`config.mk`:
```
export PLATFORM = sky130hd
export DESIGN_NAME = seg7_scan_display
export DESIGN_NICKNAME = d
export VERILOG_FILES = /design/src/rtl/seg7_scan_display.sv
export SDC_FILE = /design/constraint.sdc
export NUM_CORES = 1
export LEC_CHECK = 0
export CAP_MARGIN = 20
export CORE_UTILIZATION = 53
export DETAILED_ROUTE_END_ITERATION = 7
export PLACE_DENSITY = 0.75
export SLEW_MARGIN = 20
export SYNTH_ARGS = -nofsm -noshare
export SYNTH_HDL_FRONTEND = slang
export SYNTH_SLANG_ARGS = --single-unit
export TNS_END_PERCENT = 30
```
`constraint.sdc`:
```
create_clock -name clk -period 2.1 [get_ports clk]
set_input_delay 0.42 -clock clk [delete_from_list [all_inputs] [get_ports clk]]
set_output_delay 0.42 -clock clk [all_outputs]
set_load 0.005 [all_outputs]
```
`src/rtl/seg7_scan_display.sv`:
```
// Display back-end: signed 6-bit result -> iterative double-dabble BCD ->
// time-multiplexed sign/tens/units on a 4-digit common-anode 7-segment display.
//
// state   | meaning
// IDLE    | waiting for value_valid, busy low
// CONVERT | one double-dabble step per cycle, six steps total
// LOAD    | sign/tens/units copied to display registers in one cycle
module seg7_scan_display #(
  parameter int unsigned REFRESH_DIV    = 100000,
  parameter int unsigned SEG_ACTIVE_LOW = 1,
  parameter int unsigned AN_ACTIVE_LOW  = 1
) (
  input  logic       clk,
  input  logic       rst,
  input  logic [5:0] value,
  input  logic       value_valid,
  output logic       busy,
  output logic [6:0] segm,
  output logic [3:0] transistor
);

  localparam int unsigned CW = (REFRESH_DIV > 2) ? $clog2(REFRESH_DIV) : 1;
  localparam logic [CW-1:0] SCAN_RELOAD = CW'(REFRESH_DIV - 1);

  localparam logic [6:0] GLYPH_BLANK = 7'b1111111;
  localparam logic [6:0] GLYPH_DASH  = 7'b0111111;

  localparam logic [6:0] SEG_OFF = (SEG_ACTIVE_LOW != 0) ? 7'h7F : 7'h00;
  localparam logic [3:0] AN_OFF  = (AN_ACTIVE_LOW != 0) ? 4'hF : 4'h0;

  localparam logic [2:0] LAST_STEP = 3'd5;

  typedef enum logic [1:0] {
    IDLE    = 2'd0,
    CONVERT = 2'd1,
    LOAD    = 2'd2
  } state_t;

  state_t      state;
  logic [5:0]  mag;
  logic [7:0]  bcd;
  logic [7:0]  bcd_adj;
  logic [2:0]  step_cnt;
  logic        neg;
  logic [5:0]  value_abs;

  logic [6:0]  disp3;
  logic [6:0]  disp1;
  logic [6:0]  disp0;

  logic [CW-1:0] scan_cnt;
  logic [1:0]    scan_idx;
  logic [6:0]    glyph_sel;
  logic [3:0]    enable_onehot;

  // Active-low glyph patterns {g,f,e,d,c,b,a}; polarity is applied at the pins.
  function automatic logic [6:0] glyph(input logic [3:0] digit);
    logic [6:0] g;
    g = GLYPH_BLANK;
    case (digit)
      4'd0: g = 7'b1000000;
      4'd1: g = 7'b1111001;
      4'd2: g = 7'b0100100;
      4'd3: g = 7'b0110000;
      4'd4: g = 7'b0011001;
      4'd5: g = 7'b0010010;
      4'd6: g = 7'b0000010;
      4'd7: g = 7'b1111000;
      4'd8: g = 7'b0000000;
      4'd9: g = 7'b0010000;
      default: g = GLYPH_BLANK;
    endcase
    return g;
  endfunction

  // -32 maps to 6'b100000, which is +32 read as unsigned, so no extra bit is needed.
  always_comb begin
    value_abs = value;
    if (value[5]) begin
      value_abs = ~value + 6'd1;
    end
  end

  always_comb begin
    bcd_adj = bcd;
    if (bcd[3:0] >= 4'd5) begin
      bcd_adj[3:0] = bcd[3:0] + 4'd3;
    end
    if (bcd[7:4] >= 4'd5) begin
      bcd_adj[7:4] = bcd[7:4] + 4'd3;
    end
  end

  always_ff @(posedge clk) begin
    if (rst) begin
      state    <= IDLE;
      busy     <= 1'b0;
      mag      <= '0;
      bcd      <= '0;
      step_cnt <= '0;
      neg      <= 1'b0;
      disp3    <= GLYPH_BLANK;
      disp1    <= GLYPH_BLANK;
      disp0    <= GLYPH_BLANK;
    end else begin
      case (state)
        IDLE: begin
          if (value_valid) begin
            neg      <= value[5];
            mag      <= value_abs;
            bcd      <= '0;
            step_cnt <= '0;
            busy     <= 1'b1;
            state    <= CONVERT;
          end
        end
        CONVERT: begin
          // Magnitude never exceeds 32, so the tens nibble's MSB is always zero.
          bcd      <= 8'({bcd_adj, mag[5]});
          mag      <= {mag[4:0], 1'b0};
          step_cnt <= step_cnt + 3'd1;
          if (step_cnt == LAST_STEP) begin
            state <= LOAD;
          end
        end
        LOAD: begin
          disp3 <= neg ? GLYPH_DASH : GLYPH_BLANK;
          disp1 <= (bcd[7:4] == 4'd0) ? GLYPH_BLANK : glyph(bcd[7:4]);
          disp0 <= glyph(bcd[3:0]);
          busy  <= 1'b0;
          state <= IDLE;
        end
        default: begin
          busy  <= 1'b0;
          state <= IDLE;
        end
      endcase
    end
  end

  // Scan timer counts down and advances the digit on terminal count.
  always_ff @(posedge clk) begin
    if (rst) begin
      scan_cnt <= SCAN_RELOAD;
      scan_idx <= 2'd0;
    end else if (scan_cnt == '0) begin
      scan_cnt <= SCAN_RELOAD;
      scan_idx <= scan_idx + 2'd1;
    end else begin
      scan_cnt <= scan_cnt - 1'b1;
    end
  end

  always_comb begin
    glyph_sel = GLYPH_BLANK;
    case (scan_idx)
      2'd0: glyph_sel = disp0;
      2'd1: glyph_sel = disp1;
      2'd2: glyph_sel = GLYPH_BLANK;
      2'd3: glyph_sel = disp3;
      default: glyph_sel = GLYPH_BLANK;
    endcase
  end

  assign enable_onehot = 4'b0001 << scan_idx;

  // Enable and segment pins switch on the same edge; no blanking gap.
  always_ff @(posedge clk) begin
    if (rst) begin
      segm       <= SEG_OFF;
      transistor <= AN_OFF;
    end else begin
      segm       <= (SEG_ACTIVE_LOW != 0) ? glyph_sel : ~glyph_sel;
      transistor <= (AN_ACTIVE_LOW != 0) ? ~enable_onehot : enable_onehot;
    end
  end

endmodule
```
# [Word level (Yosys, flattened, before mapping)]
# Memories as Yosys holds them, arrays and structs flattened. A register that Yosys moved wholly into a read port is not among the register bits.
# Cells that the tools add are included.
[totals] ff_bits=65 mem_bits_ro=224 input_bits=9 output_inout_bits=12 wordCells=63 n_memories=2
[op_classes] add_sub_neg=6 n_lt_le_gt_ge=2 n_eq_ne=8 shifts=1 n_mux=19 n_bitwise=3 n_reduce_logical=10
[memory_table] name="(name not given)" depth=16 word_bits=7 read_ports=1 rd_ports_with_merged_regs=1 write_ports=0 line="60" rtl="case (digit)"
[memory_table] name="(name not given)" depth=16 word_bits=7 read_ports=1 rd_ports_with_merged_regs=1 write_ports=0 line="60"
[op_table] cell="one-hot mux 7 bit (4 select lines)" count=1
[op_table] cell="logical NOT 17 bit" count=1
[op_table] cell="subtractor 17 x 1 -> 17 bit, second input constant" count=1
[op_table] cell="one-hot mux 8 bit (2 select lines)" count=1
[op_table] cell="2-to-1 mux 7 bit" count=2
[op_table] cell="2-to-1 mux 4 bit" count=3
[op_table] cell="2-to-1 mux 6 bit" count=2
[op_table] cell="one-hot mux 6 bit (2 select lines)" count=1
[op_table] cell=">= comparator 4 x 3 -> 1 bit, second input constant" count=2
[op_table] cell="2-to-1 mux 8 bit" count=1
[op_table] cell="AND reduction 2 bit" count=4
[op_table] cell="adder 6 x 1 -> 6 bit, second input constant" count=1
[op_table] cell="equality test 2 bit, second input constant" count=3
[op_table] cell="2-to-1 mux 3 bit" count=2
[op_table] cell="inverter 6 bit" count=1
[op_table] cell="one-hot mux 3 bit (2 select lines)" count=1
[op_table] cell="adder 4 x 2 -> 4 bit, second input constant" count=1
[op_table] cell="equality test 2 x 1 -> 1 bit, second input constant" count=2
[op_table] cell="logical NOT 2 bit" count=2
[op_table] cell="logical NOT 4 bit" count=1
[op_table] cell="2-to-1 mux 2 bit" count=2
[op_table] cell="inequality test 2 bit, second input constant" count=2
[op_table] cell="inverter 4 bit" count=1
[op_table] cell="one-hot mux 2 bit (2 select lines)" count=1
[op_table] cell="other kinds (10)" count=10

# [Depth between registers and ports, before layout]
# Gate-level depths: netlist (run 1).
[logic_depth] ltp_word=5 ltp_mapped=10 ltp_nobuf=10

# [Least setup slack after synthesis (run 1)]
# Ideal clock, no wire load.
[synth_timing] kind="flip-flop to flip-flop" startpoint="register bcd[5]" endpoint="register with a tool-made name" setup_time_ps=122 arrival_time_ps=2069 t_required_ps=1978 setup_slack_ps=-91 path_stages_with_launch=9 n_path_buf=0 period_less_slack_ps=2191 cell_sequence="dfxtp_1 inv_1 ha_1 nand2b_1 a2111o_1 a31oi_1 ha_1 nor3_1 a311o_1"
[synth_rtl] element="from (decl)" line="41" rtl="logic [7:0] bcd;"
[synth_rtl] element="from (signal assigned)" line="119" rtl="bcd <= 8'({bcd_adj, mag[5]});"

==> results of run 1 <==
==> cell families (layout without fill, tap and decap cells) <==
group,after synthesis,in the layout,synth area share
buf+inv,39,97,0.0476
flops,73,73,0.418
simple gates,137,137,0.199
compound gates,92,92,0.184
xor+xnor,20,20,0.0501
fa+ha+maj,22,22,0.0787
mux,8,8,0.0229
==> Yosys cell counts (2+ instances only) <==
library cell and number:
dfxtp_1 73, nand2_1 40, nor2_1 39, a21oi_1 23
ha_1 22, o21ai_0 16, inv_1 15, xnor2_1 13
clkbuf_1 12, nor2b_1 10, o22ai_1 10, a211oi_1 9
mux2i_1 8, nand2b_1 7, nor3_1 7, xor2_1 7
nand3_1 6, a22oi_1 4, a31oi_1 4, buf_2 4
buf_1 3, inv_2 3, nand3b_1 3, o211ai_1 3
o21ai_1 3, or4_4 3, a2111o_1 2, a21o_1 2
a221o_1 2, and2_1 2, buf_6 2, nor3b_1 2
nor4_1 2, o31ai_1 2, or3_1 2, or4_1 2
==> stage by stage <==
stage | instance area [µm²] | total power, mW | util | setup TNS (ns)
4_1_cts | 4270 | 2.73 | 0.672 | -0.0161
2_1_floorplan | 3510 | 1.55 | - | 0
3_3_place_gp | 4030 | 1.62 | 0.634 | -0.536
6_report | 4330 | 2.72 | 0.681 | 0
5_1_grt | 4330 | 2.82 | 0.681 | -0.0299
3_5_place_dp | 4030 | 1.62 | 0.634 | -1.06
==> what timing repair did <==
action                                  in CTS  in global routing
gates cloned                                 0                  0
endpoints found under the setup margin       5                  6
pin swaps                                    4                  6
gates resized for setup                      9                 19
buffers inserted                             1                  0
==> placed cells by master, fill, tap and decap left out, types with 13 or more instances in the layout <==
cell	n
dfxtp_1	70
buf_4	43
nand2_1	40
nor2_1	39
a21oi_1	21
clkdlybuf4s50_1	20
ha_1	16
o21ai_0	14
xnor2_1	13
==> routing by layer <==
| layer | vias up | global-route usage | part of all wire |
|---|---|---|---|
| met1 | 1334 | 0.264 | 0.46 |
| met3 | 14 | 0.0358 | 0.020 |
| met2 | 35 | 0.391 | 0.50 |
| met5 | - | 0 | 0 |
| met4 | 0 | 0.0893 | 0.017 |
| li1 | 1471 | - | - |
==> area by class of cell <==
class | count | area (µm²)
fill | 527 | 2020
multi-input combinational | 279 | 1970
sequential | 73 | 1470
timing repair buffer | 63 | 523
clock buffer | 10 | 138
tap | 77 | 96.3
clock inverter | 6 | 67.6
inverter | 18 | 67.6
==> power breakdown <==
part	switching, mW	internal (mW)	total [mW]
clock network	0.551	0.583	1.13
logic	0.0896	0.0786	0.168
registers	0.0170	1.40	1.42
total	0.657	2.07	2.72
==> flip-flops by register name, indices dropped and copies added, names as in the netlist, named ones only <==
signal and count:
bcd 8, busy 1, disp0 7, disp1 7
disp3 1, mag 6, neg 1, scan_cnt 17
scan_idx 2, segm 7, state 2, step_cnt 3
transistor 4
==> final timing paths <==
check                   start         to  slack, ns
setup / recovery       bcd[4]  flip-flop       0.04
setup reg to reg       bcd[4]  flip-flop       0.04
hold / removal    step_cnt[2]   state[1]       0.45
hold reg to reg   step_cnt[2]   state[1]       0.45
==> worst min-delay path, delay by kind of cell, from the launching register on <==
family	cells	cell delay, ns
simple gates	2	0.09
flops	1	0.33
==> metrics.md, run 1 <==
| Metric | Value |
|---|---|
| Status | completed |
| CP Max Fanout | 4 |
| Cell mode on critical path | inv_2 |
| DP HPWL | 5220 µm |
| Syn Inst Count | 391 |
| First-pass GRT wire length | 12300 µm |
| # H-tree levels | 3 |
| Number of hold buffers added after CTS | 0 |
| Vias in the first global route | 2751 |
| Core area | 6350 µm² |
| Yosys reg bits | 73 |
| CP Cell Sequence | inv_2, ha_2, nand2b_4, a2111o_1, a31oi_4, inv_2, ha_4, buf_4, a311oi_2 |
| Total GRT Usage | 0.221 |
| Max-Cap Viols | 0 |
| Worst VDD drop | 425 µV |
| Final Hold Slack | 0.448 ns |
| Max Fclk | 0.486 GHz |
| Crit share post-route | 0.979 |
| Placed instance count | 510 |
| Starting Density | 0.551 |
| Area grow syn2layout | 23.7% |
| Cell taking the most area after synthesis | dfxtp_1 |
| Post-route setup slack | 0.0444 ns |
| Largest net degree at the start of global routing | 26 |
| Grt ovf | 0 |
| Arrival time at the worst endpoint | 2.32 ns |
| Synth Warn # | 0 |
| First DRT Iteration DRCs | 166 |
| RSZ-0062 raised after global routing | true |
| Avg Cell Area, Syn | 8.94 µm² |
| R2r worst-path depth | 9 |
| Final setup skew | 0.0105 ns |
| CTS Buf Count | 9 |
| Port bufs | 20 |
| Top_reg_cell synth | dfxtp_1 |
| Critical path depth | 9 |
| WL/cell | 14.0 µm |
| Post-DR vias/cell | 5.43 |
| TritonCTS Sinks | 73 |
| # rows | 29 |
| Pins Over Slew Limit | 0 |
| Gpl congestion | 0.923 |
| Worst stage delay on the critical path | 0.41 ns |
| Worst path bufs/invs | 3 |
| Critical-path top delay cell | a2111o_1 |
| Leak pwr | 1.72 nW |
| Post-route antenna net violation count | 0 |
| Kind of critical path | reg -> reg |
| Synthesized Nets | 422 |
| Hold path depth | 2 |
| Final setup violation count | 0 |
| Relative max-transition margin | 0.688 |
| Die X-Extent | 83.2 µm |
| Share of layout cells above drive strength 1 | 0.220 |
| Tightest Pin Transition | 0.461 ns |
| Post-synthesis sequential area ratio | 0.418 |
| Die area | 6930 µm² |
| Setup crit end kind | flip-flop |
| Netlist cell types | 60 |
| N_diodes | 0 |
| Critical path required time | 2.36 ns |
| Clock slew at reported path FFs | 0.09 ns |
| First-pass DRT Iterations | 4 |
| EDFF count, synth | 0 |
| Post-Layout Cell Count | 526 |
| Initial antenna violation count | 0 |
| Largest cells by area after synthesis | dfxtp_1, ha_1, nand2_1, nor2_1, a21oi_1 |
| PD cells | 629 nW/µm² |
| Crit-path leading delay family | compound AO/OA/AOI/OAI gates |
| Remaining DRCs | 0 |
| Die H | 83.2 µm |
| IO Count | 21 |
| Via count | 2854 |
| Yosys top cell area share | 0.418 |
| Later-pin clock latency in the skew report | 0.35 ns |
| CTS tree | yes |
| Final Hold Viols | 0 |
| DRT Wirelength | 7340 µm |
| Mapped cell area | 3500 µm² |
| Root Driver | clkbuf_8 |
| Max Root-Sink Buffers | 2 |
| Fraction of registers with async set/reset | 0 |
| Worst hold path type | reg -> reg |
| Min cycle time layout | 2.06 ns |
| Placement Setup Slack | -0.247 ns |
| CP startpoint kind | flip-flop |
| Nets | 475 |
No activity file was read; power rests on OpenSTA's default activity.
==> run 2: changes to the inputs <==
- CORE_ASPECT_RATIO: not set -> 1.5
==> metrics.md, run 2 (synthesized netlist as in run 1, its figures left out) <==
| Metric | Value |
|---|---|
| Die area | 6930 µm² (about the same) |
| Core area | 6260 µm² (-1.4%) |
| CTS tree | yes |
| Die H | 101 µm (+22%) |
| Most frequent cells in the layout | dfxtp_1, nand2_1, nor2_1 |
| Die X-Extent | 68.3 µm (-18%) |
| Post-route antenna net violation count | 0 (unchanged) |
| Placed inst area | 3960 µm² (-1.8%) |
| Post-layout util | 0.698 (+0.0169) |
| Gpl congestion | 0.828 (-10%) |
| PD cells | 672 nW/µm² (+6.8%) |
| Via count | 2844 (-0.35%) |
| Max reg flops | 17 (unchanged) |
| Max-Cap Viols | 0 (unchanged) |
| Critical path required time | 2.31 ns (-0.05 ns) |
| Reg-to-Reg Start | bcd[5] |
| # rows | 35 (+21%) |
| Cell area after layout | 4370 µm² (+1.1%) |
| Worst hold path type | reg -> reg |
| RSZ-0062 raised after global routing | true |
| Starting Density | 0.558 (+0.00770) |
| Overall power | 2.94 mW (+8.0%) |
| First-pass GRT wire length | 12200 µm (-1.3%) |
| Cell mode on critical path | ha_4 |
| HP Start | scan_cnt[0] |
| Post-DR vias/cell | 5.50 (+1.4%) |
| Critical-path top delay cell | a2111o_1 |
| IO Count | 21 (unchanged) |
| CP startpoint kind | flip-flop |
| Remaining DRCs | 0 (unchanged) |
| Leak pwr | 1.73 nW (+0.58%) |
| CTS Buf Count | 9 (unchanged) |
| Most common cell after layout, fill and taps aside | dfxtp_1 |
| Clock slew at reported path FFs | 0.08 ns (about the same) |
| Nets | 470 (-1.1%) |
| Worst VDD drop | 494 µV (+16%) |
| Hold Path End | scan_cnt[0] |
| R2R setup slack | 0.02 ns (-0.03 ns) |
| Status | completed |
| Final Hold Slack | 0.446 ns (-0.00255 ns) |
| CP Max Fanout | 3 (-1) |
| # H-tree levels | 3 (unchanged) |
| Hold path depth | 1 (-1) |
| Port bufs | 20 (unchanged) |
| TritonCTS Sinks | 73 (unchanged) |
| Largest net degree at the start of global routing | 25 (-3.8%) |
| Later-pin clock latency in the skew report | 0.33 ns (-0.02 ns) |
| Max Fclk | 0.480 GHz (-1.4%) |
| Min cycle time layout | 2.08 ns (+0.0290 ns) |
| Fillers | 498 (-5.5%) |
| Kind of critical path | reg -> reg |
| Max Root-Sink Buffers | 2 (unchanged) |
| Total GRT Usage | 0.229 (+0.00883) |
| Grt ovf | 0 (unchanged) |
| DRT Wirelength | 7320 µm (-0.33%) |
| Share of layout cells above drive strength 1 | 0.208 (-0.0128) |
| Crit-path leading delay family | compound AO/OA/AOI/OAI gates |
| R2r worst-path depth | 8 (-1) |
| Relative max-transition margin | 0.678 (-0.0110) |
| Placement Setup Slack | -0.223 ns (+0.0247 ns) |
| Root Driver | clkbuf_8 |
| DP HPWL | 5080 µm (-2.8%) |
| Setup crit end kind | flip-flop |
| Worst stage delay on the critical path | 0.47 ns (+0.06 ns) |
| Final setup violation count | 0 (unchanged) |
| Area grow syn2layout | 25.0% |
| First DRT Iteration DRCs | 146 (-12%) |
| CP Cell Sequence | inv_4, ha_4, nand2b_4, a2111o_1, a31oi_4, ha_4, nor3_1, a311o_1 |
| Final setup skew | 0.00715 ns (-0.00337 ns) |
| WL/cell | 14.1 µm (+1.4%) |
| First-pass DRT Iterations | 4 (unchanged) |
| Post-route setup slack | 0.0153 ns (-0.0290 ns) |
| Crit share post-route | 0.993 (+0.0138) |
| Final Hold Viols | 0 (unchanged) |
| Initial antenna violation count | 0 (unchanged) |
| N_diodes | 0 (unchanged) |
| Largest registers | scan_cnt: 17 flops, bcd: 8 flops |
| Biggest register | scan_cnt |
| Tightest Pin Transition | 0.480 ns (+0.0197 ns) |
| Worst path bufs/invs | 1 (-2) |
| Pins Over Slew Limit | 0 (unchanged) |
| Arrival time at the worst endpoint | 2.30 ns (-0.02 ns) |
| Vias in the first global route | 2828 (+2.8%) |
## run 2: worst register-to-register path: cells and delay by family, from the launching register on
| family | cells | cell delay, ns |
|---|---|---|
| AO/OA/AOI/OAI | 3 | 1.03 |
| buffers and inverters | 1 | 0.05 |
| adder cells (fa/ha/maj) | 2 | 0.32 |
| flip-flops | 1 | 0.37 |
| AND/OR/NAND/NOR | 2 | 0.19 |
## run 2: how the worst max path moves through the flow
stage                           start   endpoint  slack (ns)  depth (start not counted)
after floorplan                bcd[1]  flip-flop        0.01                         10
after global placement    value_valid  flip-flop       -0.14                          8
after detailed placement  value_valid  flip-flop       -0.22                          8
after CTS                      bcd[0]  flip-flop       -0.01                         10
after global routing           bcd[5]  flip-flop       -0.06                          9
final                          bcd[5]  flip-flop        0.02                          8
## run 2: repair_timing
item | in CTS | in global routing
pin swaps | 1 | 9
gates resized for setup | 4 | 30
setup endpoints to repair | 5 | 7
hold buffers | 0 | 0
buffers inserted | 0 | 4
## run 2: layer usage
metal | wire (µm) | vias to the layer above | global-route usage
li1 | - | 1463 | -
met1 | 3150 | 1322 | 0.245
met2 | 3910 | 50 | 0.426
met3 | 163 | 9 | 0.0450
met4 | 90 | 0 | 0.0849
met5 | 0 | - | 0
## run 2: area by class of cell
cell class | instances | area (µm²) | area share
multi-input cells | 279 | 2000 | 0.457
flip-flops and latches | 73 | 1470 | 0.336
well taps | 74 | 92.6 | 0.0212
clock inverters | 4 | 98.8 | 0.0226
inverters | 18 | 72.6 | 0.0166
clock buffers | 11 | 151 | 0.0346
repair buffers | 58 | 489 | 0.112
## run 2: power by group
group	switching [mW]	internal [mW]	leakage, nW
registers	0.0168	1.40	0.594
logic	0.0883	0.0755	1.01
clock network	0.504	0.852	0.126
total	0.609	2.33	1.73
## run 2: per-stage QoR
step	TNS (ns)	cells
3_5_place_dp	-0.749	498
5_1_grt	-0.167	517
4_1_cts	-0.0273	513
2_1_floorplan	0	391
3_3_place_gp	-0.407	498
6_report	0	517
==> run 3: changes to the inputs <==
- CORE_UTILIZATION: 53 -> 55
- SLEW_MARGIN: 20 -> not set
- clock period: 2.1 -> 2.01 ns (I/O delays scaled with it)
==> metrics.md, run 3 (synthesized netlist as in run 1, its figures left out) <==
| Metric | Value |
|---|---|
| Max Fclk | 0.499 GHz (+4.0%) |
| Status | completed |
| Initial antenna violation count | 0 (unchanged) |
| First-pass GRT wire length | 11700 µm (-3.8%) |
| Tightest Pin Transition | 0.518 ns (+0.0378 ns) |
| Placed instance count | 510 (+2.4%) |
| Post-layout util | 0.727 (+0.0286) |
| # H-tree levels | 3 (unchanged) |
| Critical path required time | 2.23 ns (-0.08 ns) |
| Grt ovf | 0 (unchanged) |
| Starting Density | 0.570 (+0.0120) |
| GR Layer Usage met2 | 0.408 (-0.0184) |
| Most common cell after layout, fill and taps aside | dfxtp_1 |
| Leak pwr | 1.77 nW (+2.4%) |
| Pins Over Slew Limit | 0 (unchanged) |
| Crit share post-route | 0.997 (+0.00448) |
| Placed inst area | 4060 µm² (+2.7%) |
| M3 GR Usage | 0.0447 (-0.000320) |
| Fillers | 458 (-8.0%) |
| Sum of negative setup slack | 0 ns (unchanged) |
| Final Hold Slack | 0.446 ns (+0.000817 ns) |
| N_diodes | 0 (unchanged) |
| Die area | 6690 µm² (-3.6%) |
| Die H | 99.7 µm (-1.8%) |
| Arrival time at the worst endpoint | 2.23 ns (-0.07 ns) |
| Gpl congestion | 0.866 (+4.6%) |
| Largest net degree at the start of global routing | 25 (unchanged) |
| Busiest layer in global routing | met2 |
| Crit-path leading delay family | compound AO/OA/AOI/OAI gates |
| Share of layout cells above drive strength 1 | 0.241 (+0.0336) |
| First-pass DRT Iterations | 4 (unchanged) |
| Final Hold Viols | 0 (unchanged) |
| Biggest register | scan_cnt |
| Vias in the first global route | 2654 (-6.2%) |
| RSZ-0062 raised after global routing | true |
| Met1 Resource Use GR | 0.248 (+0.00292) |
| Min cycle time layout | 2.00 ns (-0.0803 ns) |
| Worst VDD drop | 527 µV (+6.7%) |
| Max-Cap Viols | 0 (unchanged) |
| Max Root-Sink Buffers | 2 (unchanged) |
| CTS Buf Count | 9 (unchanged) |
| Root Driver | clkbuf_8 |
| Cell mode on critical path | ha_4 |
| Final setup violation count | 0 (unchanged) |
| CP Cell Sequence | inv_4, ha_4, nand2b_4, a2111o_1, a31oi_4, ha_4, nor3_2, a311o_1 |
| WL/cell | 13.6 µm (-4.2%) |
| Most frequent cells in the layout | dfxtp_1, buf_4, nand2_1 |
| Relative max-transition margin | 0.652 (-0.0254) |
| CP Max Fanout | 3 (unchanged) |
| Worst stage delay on the critical path | 0.42 ns (-0.05 ns) |
| Post-Layout Cell Count | 530 (+2.5%) |
| Post-DR vias/cell | 5.43 (-1.4%) |
| DRT Wirelength | 7190 µm (-1.7%) |
| Cell area after layout | 4460 µm² (+1.9%) |
| Total GRT Usage | 0.230 (+0.000452) |
| IO Count | 21 (unchanged) |
| DP HPWL | 5130 µm (+1.1%) |
| Final setup skew | 0.0138 ns (+0.00661 ns) |
| Port bufs | 20 (unchanged) |
| Kind of critical path | reg -> reg |
| Core area | 6130 µm² (-2.1%) |
| Number of hold buffers added after CTS | 0 (unchanged) |
| Largest registers | scan_cnt: 17 flops, bcd: 8 flops |
| PD cells | 636 nW/µm² (-5.4%) |
| Later-pin clock latency in the skew report | 0.35 ns (+0.02 ns) |
| CTS tree | yes |
| Die X-Extent | 67.1 µm (-1.8%) |
| TritonCTS Sinks | 73 (unchanged) |
| Via count | 2876 (+1.1%) |
| CP startpoint kind | flip-flop |
| Post-route antenna net violation count | 0 (unchanged) |
| Nets | 482 (+2.6%) |
| Worst hold path type | reg -> reg |
| First DRT Iteration DRCs | 132 (-9.6%) |
| Clock slew at reported path FFs | 0.08 ns (about the same) |
| Setup crit end kind | flip-flop |
| Area grow syn2layout | 27.4% |
| # rows | 35 (unchanged) |
| Remaining DRCs | 0 (unchanged) |
| Max reg flops | 17 (unchanged) |
| Worst path bufs/invs | 1 (unchanged) |
| Critical-path top delay cell | a2111o_1 |
-- run 3: layout make-up --
cell class	instances	area, µm²	share of cell area
clock inverters	2	16.3	0.00365
inverters	18	72.6	0.0163
multi-input cells	279	2030	0.455
flip-flops and latches	73	1480	0.331
well taps	74	92.6	0.0208
repair buffers	70	579	0.130
clock buffers	14	194	0.0435
-- run 3: per-layer routing --
metal | share of wire | up-vias
met3 | 0.029 | 13
met4 | 0.020 | 0
met1 | 0.42 | 1324
li1 | - | 1491
met2 | 0.53 | 48
met5 | 0 | -
-- run 3: worst register-to-register path: stages (launching register included) --
cell and delay, ns:
dfxtp_2 0.36, inv_4 0.05, ha_4 0.15, nand2b_4 0.14, a2111o_1 0.42, a31oi_4 0.24, ha_4 0.18, nor3_2 0.04
a311o_1 0.29
-- run 3: where the power goes --
part | total [mW] | switching, mW | leakage, nW | internal (mW)
sequential | 1.48 | 0.0175 | 0.596 | 1.46
combinational | 0.181 | 0.0945 | 1.07 | 0.0864
clock | 1.17 | 0.542 | 0.104 | 0.631
-- run 3: what timing repair did --
item,4_1_cts,5_1_grt
endpoints found under the hold margin,0,0
pin swaps,6,6
setup buffers,4,1
resized for setup,22,16
endpoints found under the setup margin,7,8
-- run 3: final timing paths --
check	startpoint	to	slack (ns)	cells after the start
worst min register to register	flip-flop	disp1[0]	0.45	2
worst min-delay path	flip-flop	disp1[0]	0.45	2
worst max register to register	bcd[5]	flip-flop	0.006	8
worst max-delay path	bcd[5]	flip-flop	0.006	8
-- run 3: through the flow --
step	setup WS (ns)	power [mW]
after floorplan	-0.0157	1.62
after global placement	-0.211	1.69
after detailed placement	-0.226	1.69
after CTS	-0.00993	2.85
after global routing	-0.0517	2.93
final	0.00568	2.83
